## src/rtl/mini_src_mul_pkg.sv

```systemverilog
// mini_src_mul_pkg: shared FSM states and Booth digit encodings for booth_mul_ctrl
package mini_src_mul_pkg;
   typedef enum logic [1:0] {IDLE, RUN, DONE} state_t;
   localparam logic [2:0] ZERO = 3'd0;
   localparam logic [2:0] POS1 = 3'd1;
   localparam logic [2:0] POS2 = 3'd2;
   localparam logic [2:0] NEG1 = 3'd3;
   localparam logic [2:0] NEG2 = 3'd4;
   function automatic logic [2:0] booth_digit(input logic [2:0] t);
      case (t)
         3'b001, 3'b010: return POS1;
         3'b011:         return POS2;
         3'b100:         return NEG2;
         3'b101, 3'b110: return NEG1;
         default:        return ZERO;
      endcase
   endfunction
endpackage

```

## src/rtl/booth_digit_sel.sv

```systemverilog
// booth_digit_sel: radix-4 Booth triplet to addend (0, +-M, +-2M) at XW bits
//   triplet : {Q[1], Q[0], q_m1}
//   m_ext   : sign-extended multiplicand
//   addend  : digit * m_ext modulo 2^XW
module booth_digit_sel
   import mini_src_mul_pkg::*;
#(
   parameter int XW = 34
) (
   input  logic [2:0]    triplet,
   input  logic [XW-1:0] m_ext,
   output logic [XW-1:0] addend
);
   logic [2:0]    digit;
   logic [XW-1:0] mag;
   always_comb begin
      digit  = booth_digit(triplet);
      mag    = (digit == POS2 || digit == NEG2) ? m_ext << 1 : (digit == ZERO) ? '0 : m_ext;
      addend = (digit == NEG1 || digit == NEG2) ? ~mag + XW'(1) : mag;
   end
endmodule

```

## src/rtl/booth_mul_ctrl.sv

```systemverilog
// booth_mul_ctrl: sequential radix-4 Booth signed multiplier, WIDTH/2 iterations
//   clk, rst_n               : clock, asynchronous active-low reset
//   start                    : begin a multiply (sampled in IDLE only)
//   multiplicand, multiplier : signed operands, captured on accept
//   busy                     : high while iterating
//   done                     : one-cycle pulse when prod_hi/prod_lo update
//   prod_hi, prod_lo         : upper/lower halves of the signed product
module booth_mul_ctrl
   import mini_src_mul_pkg::*;
#(
   parameter int WIDTH = 32,
   parameter int ITER  = WIDTH / 2
) (
   input  logic             clk,
   input  logic             rst_n,
   input  logic             start,
   input  logic [WIDTH-1:0] multiplicand,
   input  logic [WIDTH-1:0] multiplier,
   output logic             busy,
   output logic             done,
   output logic [WIDTH-1:0] prod_hi,
   output logic [WIDTH-1:0] prod_lo
);
   localparam int XW = WIDTH + 2;
   localparam int CW = $clog2(ITER + 1);
   state_t          state, state_nx;
   logic [XW-1:0]   a, m_ext, addend, sum, a_sh;
   logic [WIDTH-1:0] q, q_sh;
   logic            q_m1, last;
   logic [CW-1:0]   cnt;
   booth_digit_sel #(.XW(XW)) u_sel (
      .triplet({q[1:0], q_m1}),
      .m_ext  (m_ext),
      .addend (addend)
   );
   // {A, Q, q_m1} arithmetic shift right by 2 after the add
   assign sum  = a + addend;
   assign a_sh = {{2{sum[XW-1]}}, sum[XW-1:2]};
   assign q_sh = {sum[1:0], q[WIDTH-1:2]};
   assign last = cnt == CW'(ITER - 1);
   always_comb begin
      state_nx = state == IDLE ? (start ? RUN : IDLE) : state == RUN ? (last ? DONE : RUN) : IDLE;
      busy     = state == RUN;
      done     = state == DONE;
   end
   always_ff @(posedge clk or negedge rst_n) begin
      if (!rst_n) state <= IDLE;
      else        state <= state_nx;
   end
   always_ff @(posedge clk or negedge rst_n) begin
      if (!rst_n) begin
         a       <= '0;
         m_ext   <= '0;
         q       <= '0;
         q_m1    <= 1'b0;
         cnt     <= '0;
         prod_hi <= '0;
         prod_lo <= '0;
      end else if (state == IDLE && start) begin
         a     <= '0;
         m_ext <= {{2{multiplicand[WIDTH-1]}}, multiplicand};
         q     <= multiplier;
         q_m1  <= 1'b0;
         cnt   <= '0;
      end else if (state == RUN) begin
         a    <= a_sh;
         q    <= q_sh;
         q_m1 <= q[1];
         cnt  <= cnt + CW'(1);
         // the final shifted values go straight to the result registers
         if (last) begin
            prod_hi <= a_sh[WIDTH-1:0];
            prod_lo <= q_sh;
         end
      end
   end
endmodule
```

## config.mk

```make
export PLATFORM = sky130hd
export DESIGN_NAME = booth_mul_ctrl
export DESIGN_NICKNAME = d
export VERILOG_FILES = /design/src/rtl/mini_src_mul_pkg.sv /design/src/rtl/booth_digit_sel.sv /design/src/rtl/booth_mul_ctrl.sv
export SDC_FILE = /design/constraint.sdc
export NUM_CORES = 1
export LEC_CHECK = 0
export ABC_AREA = 1
export BUFFER_PORTS_ARGS = -buffer_cell sky130_fd_sc_hd__buf_2
export CAP_MARGIN = 20
export CORE_MARGIN = 2
export CORE_UTILIZATION = 50
export CTS_CLUSTER_SIZE = 8
export DETAILED_ROUTE_END_ITERATION = 8
export PLACE_DENSITY = 0.81
export SLEW_MARGIN = 25
export SYNTH_ARGS = -nofsm -noshare
export SYNTH_HDL_FRONTEND = slang
export SYNTH_SLANG_ARGS = --single-unit
```

## constraint.sdc

```tcl
create_clock -name clk -period 3.4 [get_ports clk]
set_input_delay 0.68 -clock clk [delete_from_list [all_inputs] [get_ports clk]]
set_output_delay 0.68 -clock clk [all_outputs]
set_load 0.01 [all_outputs]
```

### Word level (Yosys, flattened, before mapping)

Index checks and enable logic that the tools add are counted.

| storage, ports and cells | value |
|---|---|
| flip-flop bits (word level) | 170 |
| output and inout bits | 66 |
| logic and storage cells | 50 |
| input bits | 67 |

| operators by class | value |
|---|---|
| $add $sub $neg | 3 |
| reduce and logical (&&, ||, !) cells | 9 |
| muxes and demuxes | 16 |
| equal/unequal tests | 12 |
| bitwise operators | 2 |

Operators by type and width:

| kind | count |
|---|---|
| $mux W34 | 5 |
| $mux W32 | 2 |
| $add A34 B1 Y34 const B | 1 |
| $add A34 B34 Y34 | 1 |
| $not A34 Y34 | 1 |
| $eq A3 B2 Y1 const B | 4 |
| $eq A3 B3 Y1 const B | 4 |
| $pmux W3 S4 | 1 |
| $mux W5 | 2 |
| $mux W2 | 3 |
| $add A5 B1 Y5 const B | 1 |
| $eq A5 B4 Y1 const B | 1 |
| $reduce_or A2 Y1 | 2 |
| $eq A3 B1 Y1 const B | 1 |
| $logic_not A3 Y1 | 1 |
| $mux W1 | 3 |
| $reduce_and A3 Y1 | 1 |
| $eq A2 B1 Y1 const B | 1 |
| $eq A2 B2 Y1 const B | 1 |
| $logic_not A2 Y1 | 1 |
| $logic_or A1 B1 Y1 | 2 |
| $reduce_bool A2 Y1 | 1 |
| $logic_and A1 B1 Y1 | 1 |
| $not A1 Y1 | 1 |

### Longest topological paths before layout

Gate-level depths: netlist (run 1).

| logic depth | value |
|---|---|
| word-level depth | 12 |
| depth in mapped cells | 31 |
| depth with buffers taken out | 30 |

### By module

A second synthesis (run 1) with hierarchy kept.

| unflattened totals | value |
|---|---|
| cells, all modules | 1490 |
| area total of the unflattened synthesis | 10432.5 sq um |

By module, submodules not included:

| module | seq. area each (sq um) | instances | area each (sq um) | cells each |
|---|---|---|---|---|
| booth_mul_ctrl | 4204.0 | 1 | 8684.6 | 1114 |
| booth_digit_sel | 0.0 | 1 | 1747.9 | 376 |

### Worst setup path after synthesis (run 1)

OpenSTA, ideal clock, no wires.

| timing path | value |
|---|---|
| kind | flip-flop to flip-flop |
| from | reg q[0] |
| to | reg a[23] |
| arrival | 3484 ps |
| data required time | 3281 ps |
| path buffers | 1 |
| period minus slack after synthesis | 3603 ps |
| stages on the path, launching flop included | 28 |
| path slack | -203 ps |
| cells stage by stage | dfrtp_1 > nor2_2 > nor2_4 > buf_6 > nand2_1 > nand2_1 > inv_1 > ha_1 > inv_1 > nor2_1 > nand3b_4 > nor2_4 > nand2_1 > o21ai_0 > xor2_1 > inv_1 > ha_1 > inv_1 > o21bai_1 > a21oi_1 > inv_1 > a21oi_1 > nand2_1 > a21oi_1 > o21ai_0 > or2_2 > nand3_1 > nand2_1 |

| between the ends | value |
|---|---|
| cells in the longest elaborated chain, start to end | 12 |
| elaborated cells between the ends (all ways) | 23 |
| those cells by class | add/sub (2); eq/ne (9); mux (6); bitwise (1); reduce/logical (5) |

Ends and longest elaborated chain:

| item | line | text |
|---|---|---|
| start, declared | booth_mul_ctrl.sv:28 | `logic [WIDTH-1:0] q, q_sh;` |
| start signal, assigned | booth_mul_ctrl.sv:62 | `q <= multiplier;` |
| start signal, assigned | booth_mul_ctrl.sv:67 | `q <= q_sh;` |
| $eq A3 B3 Y1, or another cell as far along | mini_src_mul_pkg.sv:10 | `case (t)` |
| $reduce_or A2 Y1 | mini_src_mul_pkg.sv:10 |  |
| $pmux W3 S4 (*) | mini_src_mul_pkg.sv:10 |  |
| $logic_not A3 Y1, or another cell as far along | booth_digit_sel.sv:18 | `mag = (digit == POS2 \|\| digit == NEG2) ? m_ext << 1 : (digit == ZERO) ? '0 : m_ext;` |
| $mux W34 or $logic_or A1 B1 Y1 (tied branches) | booth_digit_sel.sv:18 |  |
| $mux W34 | booth_digit_sel.sv:18 |  |
| $not A34 Y34 | booth_digit_sel.sv:19 | `addend = (digit == NEG1 \|\| digit == NEG2) ? ~mag + XW'(1) : mag;` |
| $add A34 B1 Y34 | booth_digit_sel.sv:19 |  |
| $mux W34 (*) | booth_digit_sel.sv:19 |  |
| $add A34 B34 Y34 (*) | booth_mul_ctrl.sv:37 | `assign sum = a + addend;` |
| $mux W34 (*) | booth_mul_ctrl.sv:65 | `end else if (state == RUN) begin` |
| $mux W34 (*) | booth_mul_ctrl.sv:59 | `end else if (state == IDLE && start) begin` |
| end signal, assigned | booth_mul_ctrl.sv:66 | `a <= a_sh;` |
| end, declared | booth_mul_ctrl.sv:27 | `logic [XW-1:0] a, m_ext, addend, sum, a_sh;` |

Every way passes the cells marked *; elsewhere a longest branch is shown, timed or not. The select of a mux whose other input is x is not followed.
A chain may end at the register's enable or synchronous reset.

### Final worst setup path (run 1)

| timing path | value |
|---|---|
| from | reg q[0] |
| to | reg a[32] |

Same word-level chain as after synthesis.

==> impl_results.md, run 1 <==
- Slowest CP cell: dfrtp_2
- Final WS setup: -0.354 ns
- Die height: roughly 140 um
- Root buf cell: clkbuf_16
- Max-slew violation count: 0
- Final Core Density: 0.739
- Number of top-level pins: ~130
- CTS max path bufs: 2
- Worst skew pair latency: 0.44 ns
- Final net count: 1704
- Clock slew seen by the registers of the worst setup and hold paths: roughly 0.070 ns
- Layout Skew: approximately 0.011 ns
- Mux cell area share after synthesis: 0
- R2R Setup Slk: -0.35 ns
- Core area: 18800 um2
- Synth Area in Compound Gates: 0.128
- Port bufs: about 130
- Largest family of logic cells by synthesized area: simple AND/OR/NAND/NOR gates
- Critical path peak fanout: 11
- Max Freq: approximately 270 MHz
- CTS H-Tree Depth: 4
- Final Hold Fails: 0
- Proportion of layout cells with a drive suffix above 1: 0.387
- Slew headroom: 0.521
- Die width: between 100 and 150 um
- # fillers: 1230
- Run status: finished with violations
- Sequential element share of the synthesized area: 0.436
- Drt drc: 2
- Max incr delay on CP: roughly 0.46 ns
- Failing checks: DRC, setup timing
- Worst r2r src: q[0]
- Kind of critical path: reg -> reg
- Synth top area share: 0.436
- Area contributors post-synth: dfrtp_1 (44%), nand2_1 (17%), o21ai_0 (5.2%)
- Unrepaired setup endpoints after global routing: yes
- Final hold slack: around 0.21 ns
- Final period demand of the worst path: ~3.8 ns
- Final WL: ~33000 um
- Arr. time, crit path: just over 4 ns
- Clock sink count: approximately 170
- CP most frequent cell: nand2_1
- Post-Syn Nets: roughly 1400
- Die ar.: 20400 um2
- HPWL Detailed: between 20000 and 25000 um
- WL/cell: between 15 and 20 um
- Synth warn: 0
- Reg-to-reg endpoint: a[32]
- P&R area growth vs syn: 44.2%
- Crit share post-route: 1.10
- GRT Overall Usage: 0.297
- Post-Synth XOR/XNOR Area: 0.0436
- Distinct cells, synth: 39
- Buf/Inv on CP: 5
- Pin count of the biggest net entering global routing: 74
- Hold Path Class: in -> async
- Synth Instances: about 1300
- Worst slack, placed: -0.547 ns
- Grt ovf: 0
- Num CTS Buffers: 17
- Critical path data required time: between 3 and 4 ns
- Cell type with the largest total area after synthesis: dfrtp_1
- Worst Tran Pin Value: around 0.72 ns
- Setup TNS: -9.30 ns
- Diodes inserted: 0
- Initial drt markers: 974
- Syn avg cell area: about 7.6 um2
- Final GP Congestion: between 0.9 and 1
- Startpoint Class: flip-flop
- TritonCTS clock tree: yes
- Worst reg-to-reg path cell count: 25
- Simple-Gate Fraction of Synth Area: 0.271
- Adder-cell share of the synthesized area: 0.0487
- Vias in the first global route: a little under 10000
- Final ANT Viol Nets: 0
- First drt pass iteration count: 9
- Cell Area, Synth: slightly below 10000 um2
- Number of max-cap violations: 0
- Crit-path leading delay family: simple AND/OR/NAND/NOR gates
- CP Capture Type: flip-flop
- Row Count: 50
- Initial antenna violation count: 0
- Setup violations, final: 43
- Vias per cell: ~5.6
- Initial Utilization: 0.513
- CP Launch Point: q[0]
- Via Count: approximately 10000
- Seq cells post-synth: 168
- First-pass GRT wire length: around 48000 um
-- what timing repair did --
item / CTS / global route
gates resized for setup: 124 / 164
hold buffers: 0 / 0
pin swaps: 55 / 72
setup endpoints to repair: 42 / 50
setup buffers: 20 / 11
gates cloned: 1 / 1
-- sequential cells by signal (all words and copies together) (netlist names) --
signal   cells
a           32
cnt          5
m_ext       32
prod_hi     32
prod_lo     32
q           32
q_m1         1
state        2
-- metrics by stage --
step                instances  area, um2
finish                   1873      13900
global route             1873      13900
detailed placement       1808      11900
floorplan                1276       9690
global placement         1808      11900
CTS                      1861      13100
-- layout make-up --
| cell class | instances | area, um2 | area share |
|---|---|---|---|
| clock inverter | 14 | 179 | 0.0129 |
| tap | 260 | 325 | 0.0234 |
| sequential | 168 | 4210 | 0.302 |
| clock buffer | 18 | 429 | 0.0308 |
| inverter | 139 | 534 | 0.0384 |
| multi-input combinational | 927 | 5870 | 0.422 |
| timing repair buffer | 347 | 2370 | 0.171 |
-- routing by layer --
metal / vias up / share of wire / global-route usage
met5: - / 0 / 0
met4: 0 / 0.046 / 0.111
met3: 123 / 0.081 / 0.0610
met2: 594 / 0.47 / 0.479
met1: 4977 / 0.40 / 0.398
li1: 4792 / - / -
-- cell usage in the layout (no fill, tap or decap), drive strengths merged --
master  count
nand2     440
buf       346
dfrtp     168
inv       146
o21ai     108
nor2       84
nand3      76
a21oi      48
ha         36
o221ai     32
xor2       31
clkbuf     19
xnor2      17
or2        10
o22ai       9
nand4       7
nor3        7
o21bai      5
clkinv      5
a21o        2
a22o        2
a221oi      2
bufinv      2
nand3b      2
a31oi       2
nor4        2
and3        1
a21boi      1
o211ai      1
and2        1
fa          1
-- how the worst max path moves through the flow --
stage / cells after the start / to
3_3_place_gp: 24 / a[30]
3_5_place_dp: 24 / a[30]
4_1_cts: 25 / a[30]
2_1_floorplan: 26 / a[23]
5_1_grt: 28 / a[25]
6_report: 25 / a[32]
-- cells in the mapped netlist --
| library cell | number |
|---|---|
| a21boi_0 | 1 |
| a21o_1 | 2 |
| a21oi_1 | 48 |
| a221oi_1 | 2 |
| a22o_1 | 2 |
| a31oi_1 | 2 |
| and2_1 | 1 |
| and3_1 | 1 |
| buf_2 | 2 |
| buf_6 | 3 |
| clkbuf_1 | 38 |
| clkinv_1 | 2 |
| dfrtp_1 | 168 |
| fa_1 | 1 |
| ha_1 | 36 |
| inv_1 | 133 |
| inv_2 | 4 |
| nand2_1 | 432 |
| nand2_2 | 7 |
| nand3_1 | 75 |
| nand3_2 | 1 |
| nand3b_1 | 1 |
| nand3b_4 | 1 |
| nand4_1 | 7 |
| nor2_1 | 71 |
| nor2_2 | 8 |
| nor2_4 | 5 |
| nor3_1 | 7 |
| nor4_1 | 2 |
| o211ai_1 | 1 |
| o21ai_0 | 100 |
| o21ai_1 | 8 |
| o21bai_1 | 5 |
| o221ai_1 | 32 |
| o22ai_1 | 9 |
| or2_1 | 1 |
| or2_2 | 9 |
| xnor2_1 | 17 |
| xor2_1 | 31 |
-- kinds of logic (layout without fill, tap and decap cells) --
| kind of cell | Yosys count | count (layout) |
|---|---|---|
| adder cells (fa/ha/maj) | 37 | 37 |
| flip-flops | 168 | 168 |
| AO/OA/AOI/OAI | 212 | 212 |
| AND/OR/NAND/NOR | 629 | 630 |
| XOR/XNOR | 48 | 48 |
| buffers and inverters | 182 | 518 |
Power of run 1 is left out: the tool's default activity adds up to more than one toggle a clock period on the data nets, which glitch-free logic cannot reach.
==> run 2: changes to the inputs <==
Settings changed: ABC_AREA 1 to unset, PLACE_DENSITY 0.81 to 0.8, RECOVER_POWER set to 50, SKIP_CTS_REPAIR_TIMING set to 1.
==> impl_results.md, run 2 <==
- Run status: finished with violations
- Failing checks: setup timing
- Layout Skew: between 0.015 and 0.02 ns
- Most common cell after layout, fill and taps aside: buf_4
- Distinct cells, synth: 70
- WL/cell: ~19 um
- # fillers: approximately 1400
- CTS max path bufs: 2
- GRT Overall Usage: 0.271
- Seq cells post-synth: ~170
- Final period demand of the worst path: between 4 and 5 ns
- P&R area growth vs syn: 38.3%
- Pin count of the biggest net entering global routing: just under 80
- Max-slew violation count: 0
- Final Hold Fails: 0
- Kind of critical path: reg -> reg
- Diodes inserted: 0
- Critical path peak fanout: 18
- Number of max-cap violations: 0
- Final GP Congestion: 0.936
- Drt drc: 0
- Die width: 147 um
- Cell type with the largest total area after synthesis: dfrtp_1
- Startpoint Class: flip-flop
- TritonCTS clock tree: yes
- Final WL: roughly 32000 um
- Setup violations, final: between 50 and 60
- Sequential element share of the synthesized area: 0.411
- HPWL Detailed: 20700 um
- Synth top area share: 0.411
- Hold Path Class: in -> reg
- Cell Area, Synth: approximately 10000 um2
- Grt ovf: 0
- Syn avg cell area: ~9.5 um2
- Initial Utilization: 0.507
- Port bufs: 132
- Most common cell in the synthesized netlist: dfrtp_1
- Number of synthesized flops with an enable pin: 0
- Commonest cells in the netlist: dfrtp_1 (168), o21ai_0 (127), nand2_1 (108), a21oi_1 (77), mux2_2 (68)
- Final WS setup: -1.03 ns
- Vias per cell: 5.96
- Fraction of registers with async set/reset: 1.00
- Initial drt markers: roughly 850
- CTS H-Tree Depth: 4
- Arr. time, crit path: between 4 and 5 ns
- Critical path data required time: around 3.7 ns
- First-pass GRT wire length: about 48000 um
- Clock sink count: about 170
- Via Count: between 10000 and 15000
- Worst Tran Pin Value: roughly 1.4 ns
- Synth Instances: between 1000 and 1500
- Final net count: approximately 1500
- Final hold slack: between 0.4 and 0.5 ns
- Clock slew seen by the registers of the worst setup and hold paths: 0.09 ns
- Crit share post-route: 1.30
- Proportion of layout cells with a drive suffix above 1: 0.416
- Die height: approximately 150 um
- Unrepaired setup endpoints after global routing: yes
- Vias in the first global route: approximately 9600
- Commonest non-fill, non-tap cells in the layout: buf_4 (229), dfrtp_1 (167), buf_2 (128), nand2_1 (103), o21ai_0 (79)
- Synth warn: 0
- CP Capture Type: flip-flop
- Worst skew pair latency: 0.45 ns
- Core area: around 20000 um2
- Row Count: 52
- Root buf cell: clkbuf_16
- Slew headroom: 0.0398
- Die ar.: 21600 um2
- Num CTS Buffers: 17
- Area contributors post-synth: dfrtp_1 (41%), mux2_2 (7.5%), o21ai_0 (6.2%)
- Final ANT Viol Nets: 0
- Initial antenna violation count: 1
- Post-Syn Nets: around 1200
- Max Freq: between 200 and 250 MHz
- Number of top-level pins: 133
- First drt pass iteration count: 9
- Main synth FF type: dfrtp_1
-- run 2: cell count changes in the layout (fill, tap and decap cells not counted), sizes merged, moves of 23 or more --
cell | before | now
inv | 146 | 25
nor2 | 84 | 38
a21oi | 48 | 77
mux2 | 0 | 71
nor2b | 0 | 45
o221ai | 32 | 1
a22oi | 0 | 49
xnor2 | 17 | 40
nand3 | 76 | 12
nand2 | 440 | 108
-- run 2: path summary, 6_finish.rpt --
| kind | end | start | depth (start not counted) | slack [ns] |
|---|---|---|---|---|
| worst max-delay path | prod_hi[25] | q_m1 | 21 | -1.03 |
| worst min-delay path | m_ext[16] | multiplicand[16] | 3 | 0.44 |
| worst max register to register | prod_hi[25] | q_m1 | 21 | -1.03 |
| worst min register to register | prod_hi[20] | prod_hi[20] | 2 | 0.47 |
| max in group asynchronous | q[1] | rst_n | 2 | 0.94 |
| min in group asynchronous | prod_hi[23] | rst_n | 1 | 0.58 |
-- run 2: layer usage --
metal,vias up,routed length [um],global-route usage
li1,4555,-,-
met1,4864,12600,0.343
met2,474,15600,0.461
met3,126,2160,0.0575
met4,2,1340,0.0962
met5,-,11,0
-- run 2: cell families (layout without fill, tap and decap cells) --
group           count (synthesis)  in the layout  synth area share
fa+ha+maj                      37             37            0.0460
buf+inv                        91            422            0.0352
simple gates                  269            269             0.132
xor+xnor                       70             70            0.0599
flops                         168            168             0.411
compound gates                366            366             0.230
mux                            78             79            0.0852
-- run 2: cell type report --
type / count / area, um2 / share of cell area
inverters: 21 / 78.8 / 0.00557
repair buffers: 369 / 2460 / 0.174
clock inverters: 15 / 211 / 0.0149
well taps: 270 / 338 / 0.0239
clock buffers: 17 / 425 / 0.0301
flip-flops and latches: 168 / 4210 / 0.297
multi-input cells: 821 / 6430 / 0.455
-- run 2: critical path, stage by stage (launching register included) --
cell       delay (ns)
dfrtp_2          0.44
buf_12           0.14
buf_4            0.19
buf_4            0.17
a21oi_2          0.15
a32oi_2          0.11
a311oi_4         0.37
nand4_4          0.18
xnor2_1          0.17
a222oi_1         0.30
inv_1            0.18
ha_4             0.26
buf_4            0.15
a21o_1           0.17
o2111ai_1        0.17
o211ai_1         0.13
nand2_1          0.17
and3_4           0.25
o2111ai_4        0.13
a21oi_2          0.17
xor2_1           0.22
o21ai_1          0.09
-- run 2: through the flow --
step | setup slack (ns) | setup TNS [ns] | util | instances | area (um2)
3_3_place_gp | -0.879 | -34.20 | 0.632 | 1627 | 12700
6_report | -1.03 | -42.95 | 0.702 | 1681 | 14100
5_1_grt | -1.25 | -52.97 | 0.702 | 1681 | 14100
2_1_floorplan | -0.926 | -32.84 | - | 1079 | 10400
4_1_cts | -1.08 | -45.28 | 0.663 | 1659 | 13400
3_5_place_dp | -1.03 | -41.94 | 0.632 | 1627 | 12700
Power of run 2 is left out for the same reason.
